--- src/rtl/uart_tx_fifo_ctrl_pkg.sv ---
// Shared types and constants for the buffered UART transmitter.
// The optional even-parity bit is enabled with the UART_TX_PARITY_EN macro.
package uart_tx_fifo_ctrl_pkg;

    typedef enum logic [2:0] {
        TX_IDLE,
        TX_START,
        TX_DATA,
        TX_PARITY,
        TX_STOP
    } uart_tx_state_e;

    localparam int UART_DATA_BITS = 8;

endpackage

--- src/rtl/uart_tx_fifo_ctrl_byte_fifo.sv ---
// Synchronous byte FIFO: first-word-fall-through read port, registered count/full/empty.
module uart_byte_fifo
    import uart_tx_fifo_ctrl_pkg::*;
#(
    parameter int DEPTH = 16,
    localparam int AW = $clog2(DEPTH),
    localparam int CW = $clog2(DEPTH + 1)
) (
    input  logic                      clk,
    input  logic                      srst,
    input  logic                      push,
    input  logic [UART_DATA_BITS-1:0] push_data,
    input  logic                      pop,
    output logic [UART_DATA_BITS-1:0] pop_data,
    output logic                      full,
    output logic                      empty,
    output logic [CW-1:0]             count
);

    logic [UART_DATA_BITS-1:0] mem [DEPTH];
    logic [AW-1:0] wr_ptr_reg, rd_ptr_reg;
    logic [CW-1:0] count_reg, count_next;
    logic          full_reg, empty_reg;
    logic          push_ok, pop_ok;

    assign push_ok = push && !full_reg;
    assign pop_ok  = pop && !empty_reg;

    always_comb begin
        count_next = count_reg;
        if (push_ok && !pop_ok)
            count_next = count_reg + CW'(1);
        else if (pop_ok && !push_ok)
            count_next = count_reg - CW'(1);
    end

    // Storage carries no reset so it maps onto distributed/block memory.
    always_ff @(posedge clk) begin
        if (push_ok)
            mem[wr_ptr_reg] <= push_data;
    end

    always_ff @(posedge clk) begin
        if (srst) begin
            wr_ptr_reg <= '0;
            rd_ptr_reg <= '0;
            count_reg  <= '0;
            full_reg   <= 1'b0;
            empty_reg  <= 1'b1;
        end else begin
            if (push_ok)
                wr_ptr_reg <= wr_ptr_reg + AW'(1);
            if (pop_ok)
                rd_ptr_reg <= rd_ptr_reg + AW'(1);
            count_reg <= count_next;
            full_reg  <= (count_next == CW'(DEPTH));
            empty_reg <= (count_next == '0);
        end
    end

    assign pop_data = mem[rd_ptr_reg];
    assign full     = full_reg;
    assign empty    = empty_reg;
    assign count    = count_reg;

endmodule

--- src/rtl/uart_tx_fifo_ctrl.sv ---
// Buffered UART transmitter: byte FIFO feeding an 8N1 serialiser (8E1 when UART_TX_PARITY_EN
// is defined). io_tx is registered from the current state, so a frame starts two edges after push.
module uart_tx_fifo_ctrl
    import uart_tx_fifo_ctrl_pkg::*;
#(
    parameter int CLK_FREQ   = 50_000_000,
    parameter int BAUD_RATE  = 115_200,
    parameter int FIFO_DEPTH = 16,
    localparam int CNT_W = $clog2(FIFO_DEPTH + 1)
) (
    input  logic                      clk,
    input  logic                      reset,
    input  logic                      io_data_valid,
    input  logic [UART_DATA_BITS-1:0] io_data_packet,
    output logic                      io_data_ready,
    output logic                      io_tx,
    output logic                      tx_busy,
    output logic [CNT_W-1:0]          fifo_count
);

    localparam int CLKS_PER_BIT = CLK_FREQ / BAUD_RATE;
    localparam int BAUD_W       = $clog2(CLKS_PER_BIT);

    uart_tx_state_e            state_reg, state_next;
    logic [BAUD_W-1:0]         baud_reg, baud_next;
    logic [2:0]                bit_idx_reg, bit_idx_next;
    logic [UART_DATA_BITS-1:0] shift_reg, shift_next;
    logic                      io_tx_reg, tx_bit;
    logic                      fifo_pop, fifo_full, fifo_empty, bit_done;
    logic [UART_DATA_BITS-1:0] fifo_data;
`ifdef UART_TX_PARITY_EN
    logic                      parity_reg, parity_next;
`endif

    uart_byte_fifo #(.DEPTH(FIFO_DEPTH)) u_fifo (
        .clk       (clk),
        .srst      (reset),
        .push      (io_data_valid),
        .push_data (io_data_packet),
        .pop       (fifo_pop),
        .pop_data  (fifo_data),
        .full      (fifo_full),
        .empty     (fifo_empty),
        .count     (fifo_count)
    );

    assign bit_done = (baud_reg == BAUD_W'(CLKS_PER_BIT - 1));

    always_comb begin
        state_next   = state_reg;
        baud_next    = bit_done ? '0 : baud_reg + BAUD_W'(1);
        bit_idx_next = bit_idx_reg;
        shift_next   = shift_reg;
        fifo_pop     = 1'b0;
        tx_bit       = 1'b1;
`ifdef UART_TX_PARITY_EN
        parity_next  = parity_reg;
`endif
        case (state_reg)
            TX_IDLE: begin
                baud_next = '0;
                if (!fifo_empty) begin
                    fifo_pop   = 1'b1;
                    shift_next = fifo_data;
                    state_next = TX_START;
`ifdef UART_TX_PARITY_EN
                    parity_next = ^fifo_data;
`endif
                end
            end
            TX_START: begin
                tx_bit = 1'b0;
                if (bit_done) begin
                    bit_idx_next = '0;
                    state_next   = TX_DATA;
                end
            end
            TX_DATA: begin
                tx_bit = shift_reg[0];
                if (bit_done) begin
                    shift_next   = shift_reg >> 1;
                    bit_idx_next = bit_idx_reg + 3'd1;
                    if (bit_idx_reg == 3'(UART_DATA_BITS - 1))
`ifdef UART_TX_PARITY_EN
                        state_next = TX_PARITY;
`else
                        state_next = TX_STOP;
`endif
                end
            end
`ifdef UART_TX_PARITY_EN
            TX_PARITY: begin
                tx_bit = parity_reg;
                if (bit_done)
                    state_next = TX_STOP;
            end
`endif
            TX_STOP: begin
                if (bit_done)
                    state_next = TX_IDLE;
            end
            default: begin
                baud_next  = '0;
                state_next = TX_IDLE;
            end
        endcase
    end

    always_ff @(posedge clk) begin
        if (reset) begin
            state_reg   <= TX_IDLE;
            baud_reg    <= '0;
            bit_idx_reg <= '0;
            shift_reg   <= '0;
            io_tx_reg   <= 1'b1;
`ifdef UART_TX_PARITY_EN
            parity_reg  <= 1'b0;
`endif
        end else begin
            state_reg   <= state_next;
            baud_reg    <= baud_next;
            bit_idx_reg <= bit_idx_next;
            shift_reg   <= shift_next;
            io_tx_reg   <= tx_bit;
`ifdef UART_TX_PARITY_EN
            parity_reg  <= parity_next;
`endif
        end
    end

    assign io_tx         = io_tx_reg;
    assign io_data_ready = !fifo_full;
    assign tx_busy       = (state_reg != TX_IDLE) || !fifo_empty;

endmodule

--- config.mk ---
export PLATFORM = sky130hd
export DESIGN_NAME = uart_tx_fifo_ctrl
export DESIGN_NICKNAME = d
export VERILOG_FILES = /design/src/rtl/uart_tx_fifo_ctrl_pkg.sv /design/src/rtl/uart_tx_fifo_ctrl_byte_fifo.sv /design/src/rtl/uart_tx_fifo_ctrl.sv
export SDC_FILE = /design/constraint.sdc
export NUM_CORES = 1
export LEC_CHECK = 0
export ABC_AREA = 1
export BUFFER_PORTS_ARGS = -buffer_cell sky130_fd_sc_hd__buf_2
export CAP_MARGIN = 40
export CORE_UTILIZATION = 62
export CTS_CLUSTER_SIZE = 25
export DETAILED_ROUTE_END_ITERATION = 10
export PLACE_DENSITY = 0.79
export SLEW_MARGIN = 25
export SYNTH_ARGS = -nofsm -noshare
export SYNTH_HDL_FRONTEND = slang
export SYNTH_SLANG_ARGS = --single-unit
--- constraint.sdc ---
create_clock -name clk -period 2.05 [get_ports clk]
set_input_delay 0.1025 -clock clk [delete_from_list [all_inputs] [get_ports clk]]
set_output_delay 0.1025 -clock clk [all_outputs]
set_load 0.03 [all_outputs]
After elaboration in Yosys (flattened, before gate mapping)
Memories as Yosys holds them, arrays and structs flattened. A register that Yosys moved wholly into a read port is not among the register bits.
Cells that the tools add are included.
{"block": "totals", "output_inout_bits": 8, "memories": 1, "register_bits": 39, "ram_bits": 128, "input_bits": 11, "elab_cells": 68}
{"name": "u_fifo.mem", "words": 16, "word_bits": 8, "rd": 1, "rd_ports_with_merged_regs": 1, "write_ports": 1, "line_no": "uart_tx_fifo_ctrl_byte_fifo.sv:20", "rtl": "logic [UART_DATA_BITS-1:0] mem [DEPTH];"}
{"block": "classes", "reduce_logical": 19, "bitwise_logic": 1, "eq_ne": 11, "add_sub_neg": 6, "muxes": 20}
{"operator": "two-way mux 3 bit", "n": 6}
{"operator": "two-way mux 8 bit", "n": 2}
{"operator": "one-hot mux 8 bit (2 select lines)", "n": 1}
{"operator": "one-hot mux 3 bit (4 select lines)", "n": 1}
{"operator": "two-way mux 5 bit", "n": 2}
{"operator": "!= test 2 bit, second input constant", "n": 5}
{"operator": "adder 9 x 1 -> 9 bit, second input constant", "n": 1}
{"operator": "== test 9 bit, second input constant", "n": 1}
{"operator": "adder 4 x 1 -> 4 bit, second input constant", "n": 2}
{"operator": "two-way mux 4 bit", "n": 2}
{"operator": "== test 3 bit, second input constant", "n": 2}
{"operator": "one-hot mux 3 bit (2 select lines)", "n": 1}
{"operator": "AND reduction 3 bit", "n": 2}
{"operator": "OR reduction 3 bit", "n": 2}
{"operator": "adder 5 x 1 -> 5 bit, second input constant", "n": 1}
{"operator": "== test 5 bit, second input constant", "n": 1}
{"operator": "zero test 5 bit", "n": 1}
{"operator": "AND reduction 5 bit", "n": 1}
{"operator": "subtractor 5 x 1 -> 5 bit, second input constant", "n": 1}
{"operator": "logical AND 1 bit", "n": 4}
{"operator": "zero test 1 bit", "n": 4}
{"operator": "two-way mux 1 bit", "n": 4}
{"operator": "nonzero test 2 bit", "n": 2}
{"operator": "adder 3 x 1 -> 3 bit, second input constant", "n": 1}
{"operator": "7 further kinds", "n": 7}

Longest topological paths before layout
Gate-level depths: netlist of the first run.
{"block": "logic_depth", "word_depth": 7, "depth_mapped": 11}

Hierarchy
From an unflattened synthesis of the first run, not the netlist that was laid out.
{"block": "hier_totals", "hier_cells": 730, "hier_area_um2": 7521.0}
{"module": "uart_byte_fifo", "n_inst": 1, "seq_area_each_um2": 4224.1, "area_per_inst_um2": 6237.2, "cells_each": 553}
{"module": "uart_tx_fifo_ctrl", "n_inst": 1, "seq_area_each_um2": 480.5, "area_per_inst_um2": 1283.7, "cells_each": 177}

Least setup slack after synthesis of the first run
No wires, ideal clock.
{"block": "synth_timing", "path_kind": "register to register", "start": "register u_fifo.full_reg, in the netlist u_fifo.full", "end": "memory u_fifo.mem[10][0], enable pin", "arrival_ns": 1.235, "setup_ns": 0.370, "n_path_buf": 0, "stages_incl_launch_ff": 6, "synth_period_minus_slack_ns": 1.605, "setup_slack_ns": 0.445, "cell_sequence": "dfxtp_1 > inv_2 > nand2_2 > inv_2 > nand2_1 > nor2_1"}
{"block": "synth_via", "elab_chain_len": 4}
{"item": "from (decl)", "line_no": "uart_tx_fifo_ctrl_byte_fifo.sv:23", "rtl": "logic full_reg, empty_reg;"}
{"item": "from (signal assigned)", "line_no": "uart_tx_fifo_ctrl_byte_fifo.sv:56", "rtl": "full_reg <= (count_next == CW'(DEPTH));"}
{"item": "zero test 1 bit"}
{"item": "named net io_data_ready", "line_no": "uart_tx_fifo_ctrl.sv:15", "rtl": "output logic io_data_ready,"}
{"item": "logical AND 1 bit", "line_no": "uart_tx_fifo_ctrl_byte_fifo.sv:26", "rtl": "assign push_ok = push && !full_reg;"}
{"item": "two-way mux 1 bit", "line_no": "uart_tx_fifo_ctrl_byte_fifo.sv:39", "rtl": "if (push_ok)"}
{"item": "two-way mux 1 bit (not written as such)", "line_no": "uart_tx_fifo_ctrl_byte_fifo.sv:40", "rtl": "mem[wr_ptr_reg] <= push_data;"}
{"item": "to (decl)", "line_no": "uart_tx_fifo_ctrl_byte_fifo.sv:20"}
The timed path passes the listed nets, and every way through them passes these cells.

==> impl_metrics.yaml, run 1 <==
yosys:
  syn_inst: 786
  synth-seq-area-share_pct: 62.8
  synth.largest_area_cell: "edfxtp_1"
  synth_top_area_share_pct: 51.3
  syn-num-nets: 808
  ys_types: 36
  synth_area_leaders: "edfxtp_1, nand2_1, dfxtp_1"
  ys_warn_count: 0
  ys_seq_elements: 171
  synth_area_sq_um: 7490
  avgSynthCellArea_sq_um: 9.53
clocking:
  numCtsBuffers: 17
  post_cts_resize_count: 0
  cts_buffer_depth: 2
  clock_tree.root_cell: "clkbuf_16"
  cts.sinks: 171
  cts_tree: "yes"
  htreeDepth: 4
  clkTransAtPathRegs_ns: 0.06
  cts_hold_buf: 1
  post-cts-setup-buffer-count: 0
  clk_latency_ns: 0.43
layout:
  fill_cells: 809
  multi_input_area_sq_um: 2280
  diodes: 0
  area_growth_pct: 11.1
  layout-drive-gt1-share_pct: 11.1
  largest_reg_flops: 128
  final_nets: 837
  area.sequential_sq_um: 4710
power_and_ir_drop:
  p_per_area_nw_per_um2: 1270
  p_leak_nw: 3.46
  internal-power_w: 0.00670
  ir_drop_mv: 1.03
  p_switching_w: 0.00384
  power_frac_seq_pct: 40.0
  pwr-share-clk_pct: 27.9
  switching_share_pct: 36.4
  p_comb_share_pct: 32.1
placed_design:
  pre_cts_ws_ns: 0.428
  numPortBuffers: 18
  gp_congestion: 0.893
  hpwl_um: 10100
route:
  wirelength_um: 16100
  wire_per_inst_um: 16.6
  route.vias.total: 5492
  vias_per_cell: 5.66
  drtAntennaViolNets: 0
  drc: 0
  drt_iter0_drc: 550
  drt_first_pass_iters: 5
setup_path:
  startpoint_type: "flip-flop"
  worst-setup-path-type: "flip-flop to flip-flop"
  reg2regPathDepth: 7
  reg2reg_slack_ns: 0.37
  worstPathArrival_ns: 2.04
  critical_path_required_ns: 2.41
  slowest_stage: "inv_2"
  slowest_delay_ns: 0.49
  cp_common_cell: "nand3_1"
  rr_endpoint: "shift_reg[4]"
  cp-end-kind: "flip-flop"
  worstPathCellList: "inv_2 > nand3_1 > nand3_1 > nand3_1 > nand3_1 > nand2_1 > a21oi_1"
  crit_path_max_fanout: 34
run:
  cap_viol_max_count: 0
sta:
  min_period_ns: 1.68
  tns_ns: 0
  rsz0062_at_grt: "no"
  slew_headroom_pct: 56.0
  drv_slew: 0
  period_share_pct: 81.8
  finalSetupViolations: 0
  worstMarginPinSlew_ns: 0.658
  fin_skew_ns: 0.00724
  fin_hold_ws_ns: 0.0654
  hold_viol_final: 0
  max_freq_ghz: 0.596
  setup_ws_ns: 0.373
global_routing:
  grt_pass1_vias: 5342
  gr-total-overflow: 0
  grt_antenna_before_repair: 0
  grt_max_degree: 61
  grt_util_all_layers_pct: 27.5
  grt_pass1_wl_um: 25800
min_path:
  min_from: "io_data_packet[2]"
  hold_end: "u_fifo.mem[2][2]"
  hold_class: "primary input to flip-flop"
  holdPathStages: 1
floorplan:
  die_w_um: 112
  coreArea_sq_um: 11600
  start_util_pct: 64.5
  rows: 39
  num_io_pins: 19
  die_y_um: 112
  die_area_sq_um: 12500
status:
  run_status: "finished, final reports clean"
## cell type report
type | instances | area share [%]
flip-flops and latches | 171 | 56.6
multi-input cells | 490 | 27.4
clock buffers | 19 | 5.20
inverters | 95 | 4.29
repair buffers | 40 | 3.25
well taps | 143 | 2.15
clock inverters | 12 | 1.17
## synth_stat cells (all sizes together)
library cell / count
a21oi: 31
a31oi: 1
and3: 1
buf: 21
clkbuf: 9
dfxtp: 43
edfxtp: 128
ha: 11
inv: 95
nand2: 245
nand3: 104
nand3b: 2
nand4: 1
nor2: 63
nor3: 7
nor3b: 2
nor4: 1
o211ai: 5
o21ai: 12
or2: 1
xnor2: 2
xor2: 1
## how the worst max path moves through the flow
stage                           start                end  slack, ns  depth (start not counted)
after floorplan           u_fifo.full  u_fifo.mem[10][0]       0.44                          5
after global placement      flip-flop       shift_reg[4]       0.48                          8
after detailed placement    flip-flop       shift_reg[5]       0.43                          9
after CTS                   flip-flop       shift_reg[4]       0.41                          7
after global routing        flip-flop       shift_reg[4]       0.26                          7
final                       flip-flop       shift_reg[4]       0.37                          7
## per-stage QoR
stage / cells / area, sq um / power, W / util (%)
floorplan: 786 / 7490 / 0.00684 / -
global placement: 938 / 7780 / 0.00751 / 67.0
detailed placement: 938 / 7780 / 0.00761 / 67.0
CTS: 970 / 8320 / 0.0105 / 71.6
global route: 970 / 8320 / 0.0111 / 71.6
finish: 970 / 8320 / 0.0105 / 71.6
## cell usage in the layout, fill, tap and decap left out, drive strengths merged, types with 2 or more instances in the layout
| master | count |
|---|---|
| ha | 11 |
| buf | 39 |
| o211ai | 5 |
| clkbuf | 19 |
| nand2 | 245 |
| dfxtp | 43 |
| xnor2 | 2 |
| clkinvlp | 2 |
| inv | 98 |
| nand3b | 2 |
| o21ai | 12 |
| nand3 | 104 |
| nor2 | 63 |
| nor3b | 2 |
| nor3 | 7 |
| edfxtp | 128 |
| a21oi | 31 |
| clkinv | 6 |
## layer usage
| metal | part of all wire, % | up-vias | GRT usage [%] | wire, um |
|---|---|---|---|---|
| li1 | - | 2633 | - | - |
| met1 | 40 | 2567 | 34.5 | 6480 |
| met2 | 49 | 258 | 46.0 | 7900 |
| met3 | 8.0 | 34 | 5.44 | 1290 |
| met4 | 2.6 | 0 | 13.2 | 414 |
| met5 | 0 | - | 0 | 0 |
## power by group through the flow
stage	Clock, W	Combinational (W)	Sequential [W]
after detailed placement	0	0.00332	0.00428
after floorplan	0	0.00252	0.00432
after global placement	0	0.00324	0.00427
after CTS	0.00296	0.00335	0.00421
after global routing	0.00310	0.00375	0.00425
final	0.00295	0.00338	0.00422
## logic make-up (layout without fill, tap and decap cells)
group	after synthesis	after routing	synth area share [%]
XOR/XNOR	3	3	0.351
AND/OR/NAND/NOR	427	427	24.6
adder cells (fa/ha/maj)	11	11	1.84
AO/OA/AOI/OAI	49	49	3.58
flip-flops	171	171	62.8
buffers and inverters	125	166	6.77
## critical path, delay by kind of cell, from the launching register on
| family | cells | cell delay, ns |
|---|---|---|
| AND/OR/NAND/NOR | 5 | 0.67 |
| buffers and inverters | 1 | 0.49 |
| flip-flops | 1 | 0.32 |
| AO/OA/AOI/OAI | 1 | 0.12 |
No activity file was read; power rests on OpenSTA's default activity.
==> run 2: changes to the inputs <==
==> constraint.sdc (replaced) <==
create_clock -name clk -period 1.74 [get_ports clk]
set_input_delay 0.087 -clock clk [delete_from_list [all_inputs] [get_ports clk]]
set_output_delay 0.087 -clock clk [all_outputs]
set_load 0.03 [all_outputs]
==> impl_metrics.yaml, run 2 (synthesis gave the netlist of run 1 again) <==
placed_design:
  gp_congestion: 0.890
  numPortBuffers: 18
  hpwl_um: 10600
sta:
  drv_slew: 0
  period_share_pct: 91.9
  slew_headroom_pct: 58.3
  worstMarginPinSlew_ns: 0.625
  min_period_ns: 1.60
  max_freq_ghz: 0.625
  fin_hold_ws_ns: 0.0609
  hold_viol_final: 0
  fin_skew_ns: 0.00726
  finalSetupViolations: 0
  rsz0062_at_grt: "yes"
layout:
  fin_util_pct: 72.5
  area_growth_pct: 12.5
  final_common_cell: "nand2_1"
  largest_reg_flops: 128
  final_nets: 843
  diodes: 0
  layout-drive-gt1-share_pct: 12.6
  layout_common_cells: "nand2_1, edfxtp_1, nand3_1, inv_1, nor2_1"
min_path:
  hold_class: "primary input to flip-flop"
run:
  cap_viol_max_count: 0
floorplan:
  num_io_pins: 19
  start_util_pct: 64.5
  coreArea_sq_um: 11600
  die_w_um: 112
  die_y_um: 112
  rows: 39
  die_area_sq_um: 12500
global_routing:
  grt_antenna_before_repair: 0
  grt_util_all_layers_pct: 29.0
  grt_max_degree: 61
  grt_pass1_wl_um: 27100
  grt_pass1_vias: 5404
  gr-total-overflow: 0
route:
  drt_iter0_drc: 500
  wirelength_um: 16700
  vias_per_cell: 5.71
  drtAntennaViolNets: 0
  route.vias.total: 5580
  wire_per_inst_um: 17.1
  drt_first_pass_iters: 6
  drc: 0
clocking:
  cts_tree: "yes"
  htreeDepth: 4
  numCtsBuffers: 17
  cts.sinks: 171
  cts_buffer_depth: 2
  clock_tree.root_cell: "clkbuf_16"
  clk_latency_ns: 0.43
  clkTransAtPathRegs_ns: 0.06
setup_path:
  startpoint_type: "flip-flop"
  crit_path_max_fanout: 15
  worst-setup-path-type: "flip-flop to flip-flop"
  cp-end-kind: "flip-flop"
  worstPathArrival_ns: 1.96
  critical_path_required_ns: 2.10
power_and_ir_drop:
  ir_drop_mv: 1.09
  p_leak_nw: 3.52
  total_power_w: 0.0128
  p_per_area_nw_per_um2: 1520
status:
  run_status: "finished, final reports clean"
[run 2: cell types whose count changed in the layout (fill, tap and decap cells not counted), moves of 2 or more]
cell / delta
buf_4: +6
clkinv_4: +4
clkbuf_1: -2
clkinv_1: -2
clkinv_2: -2
nor2_1: -2
nor2_2: +2
[run 2: cell type report]
class | instances | area (sq um)
clock inverter | 15 | 163
tap | 143 | 179
multi-input combinational | 490 | 2280
clock buffer | 17 | 425
fill | 814 | 3190
timing repair buffer | 46 | 315
inverter | 95 | 357
sequential | 171 | 4710
[run 2: repair_timing]
action | in CTS | in global routing
endpoints found under the hold margin | 1 | 0
setup buffers | 0 | 2
resized for setup | 0 | 2
hold buffers | 1 | 0
setup endpoints to repair | 0 | 4
[run 2: layer usage]
layer	track usage, %	routed length, um	vias to the layer above
met5	0	0	-
met4	14.3	526	0
met3	6.91	1220	50
met2	46.0	8200	222
met1	37.7	6760	2657
li1	-	-	2651
[run 2: power breakdown]
group	internal, W	total (W)	switching, W
combinational	0.00128	0.00413	0.00286
clock	0.00213	0.00373	0.00160
sequential	0.00473	0.00497	0.000237
[run 2: critical path, stage by stage (launching register included)]
cell      delay [ns]
dfxtp_1         0.39
ha_1            0.16
nand4_1         0.10
nand3b_4        0.20
nand2_1         0.09
nand2_2         0.19
nor2_2          0.19
nand2_1         0.08
a21oi_1         0.13
[run 2: final timing paths]
path / start / to / slack, ns / depth (start not counted)
setup / recovery: baud_reg[0] / shift_reg[4] / 0.14 / 8
hold / removal: io_data_packet[2] / u_fifo.mem[2][2] / 0.06 / 1
setup reg to reg: baud_reg[0] / shift_reg[4] / 0.14 / 8
hold reg to reg: shift_reg[5] / shift_reg[5] / 0.47 / 2
[run 2: stage by stage]
stage | cell area, sq um | worst slack, ns | std cells | TNS, ns
4_1_cts | 8410 | 0.0917 | 975 | 0
2_1_floorplan | 7490 | 0.135 | 786 | 0
6_report | 8430 | 0.141 | 977 | 0
3_3_place_gp | 7810 | 0.159 | 942 | 0
5_1_grt | 8430 | -0.0103 | 977 | -0.0103
3_5_place_dp | 7810 | 0.129 | 942 | 0
==> run 3: changes to the inputs <==
--- a/config.mk
+++ b/config.mk
@@ -8,10 +8,10 @@
 export ABC_AREA = 1
 export BUFFER_PORTS_ARGS = -buffer_cell sky130_fd_sc_hd__buf_2
 export CAP_MARGIN = 40
-export CORE_UTILIZATION = 62
+export CORE_UTILIZATION = 55
 export CTS_CLUSTER_SIZE = 25
 export DETAILED_ROUTE_END_ITERATION = 10
-export PLACE_DENSITY = 0.79
+export PLACE_DENSITY = 0.72
 export SLEW_MARGIN = 25
 export SYNTH_ARGS = -nofsm -noshare
 export SYNTH_HDL_FRONTEND = slang
==> impl_metrics.yaml, run 3 (synthesis gave the netlist of run 1 again) <==
layout:
  diodes: 0
  final_common_cell: "nand2_1"
  layout_common_cells: "nand2_1, edfxtp_1, nand3_1, inv_1, nor2_1"
  area_growth_pct: 14.6
  fin_cells: 1010
  final_nets: 843
  fill_cells: 1044
  largest_reg_flops: 128
  area.sequential_sq_um: 4710
  multi_input_area_sq_um: 2280
  layout-drive-gt1-share_pct: 12.4
setup_path:
  worstPathCellList: "nor2_4 > nand3_4 > nor2_4 > nand2_1 > nand3_1 > nand2_1 > nor2_1 > nand3_1 > nand2_1"
  cp-endpoint: "u_fifo.empty"
  critical_path_required_ns: 2.11
  worst-setup-path-type: "flip-flop to flip-flop"
  cp.depth: 9
  startpoint_type: "flip-flop"
  slowest_stage: "dfxtp_1"
  cp_common_cell: "nand2_1"
  cp-end-kind: "flip-flop"
  worstReg2RegStart: "state_reg[2]"
  reg2regPathDepth: 9
  worstPathArrival_ns: 1.95
  startpoint: "state_reg[2]"
  slowest_delay_ns: 0.34
  reg2reg_slack_ns: 0.16
  rr_endpoint: "u_fifo.empty"
  cp_top_family: "simple AND/OR/NAND/NOR gates"
  crit_path_max_fanout: 11
  crit_buf_inv: 0
floorplan:
  coreArea_sq_um: 13200
  die_w_um: 119
  rows: 42
  die_area_sq_um: 14100
  num_io_pins: 19
  start_util_pct: 56.5
  die_y_um: 119
sta:
  min_period_ns: 1.58
  max_freq_ghz: 0.633
  rsz0062_at_grt: "no"
  drv_slew: 0
  finalSetupViolations: 0
  period_share_pct: 90.8
  fin_skew_ns: 0.00698
  slew_headroom_pct: 62.8
  worstMarginPinSlew_ns: 0.558
  tns_ns: 0
  hold_viol_final: 0
route:
  route.vias.total: 5395
  wire_per_inst_um: 15.9
  wirelength_um: 16100
  drt_iter0_drc: 418
  drtAntennaViolNets: 0
  vias_per_cell: 5.34
  drt_first_pass_iters: 5
  drc: 0
power_and_ir_drop:
  total_power_w: 0.0134
  ir_drop_mv: 1.21
  p_leak_nw: 3.58
  p_per_area_nw_per_um2: 1560
placed_design:
  hpwl_um: 10500
  dpl.cell_count: 977
  numPortBuffers: 18
  gp_congestion: 0.933
global_routing:
  grt_max_degree: 69
  gr-total-overflow: 0
  grt_pass1_vias: 5299
  grt_antenna_before_repair: 0
  grt_util_all_layers_pct: 24.4
  grt_pass1_wl_um: 25700
clocking:
  cts_tree: "yes"
  cts_buffer_depth: 2
  clock_tree.root_cell: "clkbuf_16"
  clkTransAtPathRegs_ns: 0.06
  htreeDepth: 4
  numCtsBuffers: 17
  cts.sinks: 171
  post_cts_resize_count: 0
  clk_latency_ns: 0.43
run:
  cap_viol_max_count: 0
status:
  run_status: "finished, final reports clean"
min_path:
  hold_class: "primary input to flip-flop"
-- run 3: cell type report --
cell class / count / share of cell area [%]
multi-input combinational: 490 / 26.5
timing repair buffer: 46 / 4.11
clock inverter: 14 / 2.81
clock buffer: 18 / 5.00
inverter: 95 / 4.16
tap: 176 / 2.57
sequential: 171 / 54.8
-- run 3: where the power goes --
| part | internal, W | switching (W) |
|---|---|---|
| Sequential | 0.00473 | 0.000244 |
| Clock | 0.00271 | 0.00155 |
| Combinational | 0.00136 | 0.00278 |
| Total | 0.00880 | 0.00457 |
-- run 3: worst min-delay path by stage --
stage                           start  slack, ns  cells past startpoint                    to
finish              io_data_packet[7]       0.08                      1      u_fifo.mem[2][7]
global route        io_data_packet[7]       0.06                      1      u_fifo.mem[3][7]
CTS                 io_data_packet[7]       0.06                      1      u_fifo.mem[2][7]
detailed placement      io_data_valid       0.43                      3  u_fifo.wr_ptr_reg[1]
global placement        io_data_valid       0.41                      3  u_fifo.wr_ptr_reg[1]
floorplan           io_data_packet[0]       0.19                      0      u_fifo.mem[0][0]
-- run 3: what timing repair did --
item / CTS / global route
endpoints found under the setup margin: 0 / 0
hold buffers: 1 / 0
setup buffers: 0 / 0
hold endpoints to repair: 1 / 0
-- run 3: routing by layer --
layer	GRT usage [%]	vias up	part of all wire [%]	wire length [um]
li1	-	2646	-	-
met1	30.1	2570	43	6870
met2	41.7	151	51	8130
met3	5.12	28	4.7	759
met4	9.73	0	2.0	323
met5	0	-	0	0
-- run 3: metrics by stage --
stage | hold slack, ns | setup WS, ns | util [%] | area [sq um]
after floorplan | 0.186 | 0.135 | - | 7490
after global placement | 0.414 | 0.264 | 59.7 | 7900
after detailed placement | 0.434 | 0.203 | 59.7 | 7900
after CTS | 0.0641 | 0.180 | 64.8 | 8580
after global routing | 0.0634 | 0.0195 | 64.8 | 8580
final | 0.0780 | 0.159 | 64.8 | 8580
-- run 3: worst register-to-register path, delay by kind of cell, from the launching register on --
kind	cells	cell delay, ns
flops	1	0.34
simple gates	9	1.18
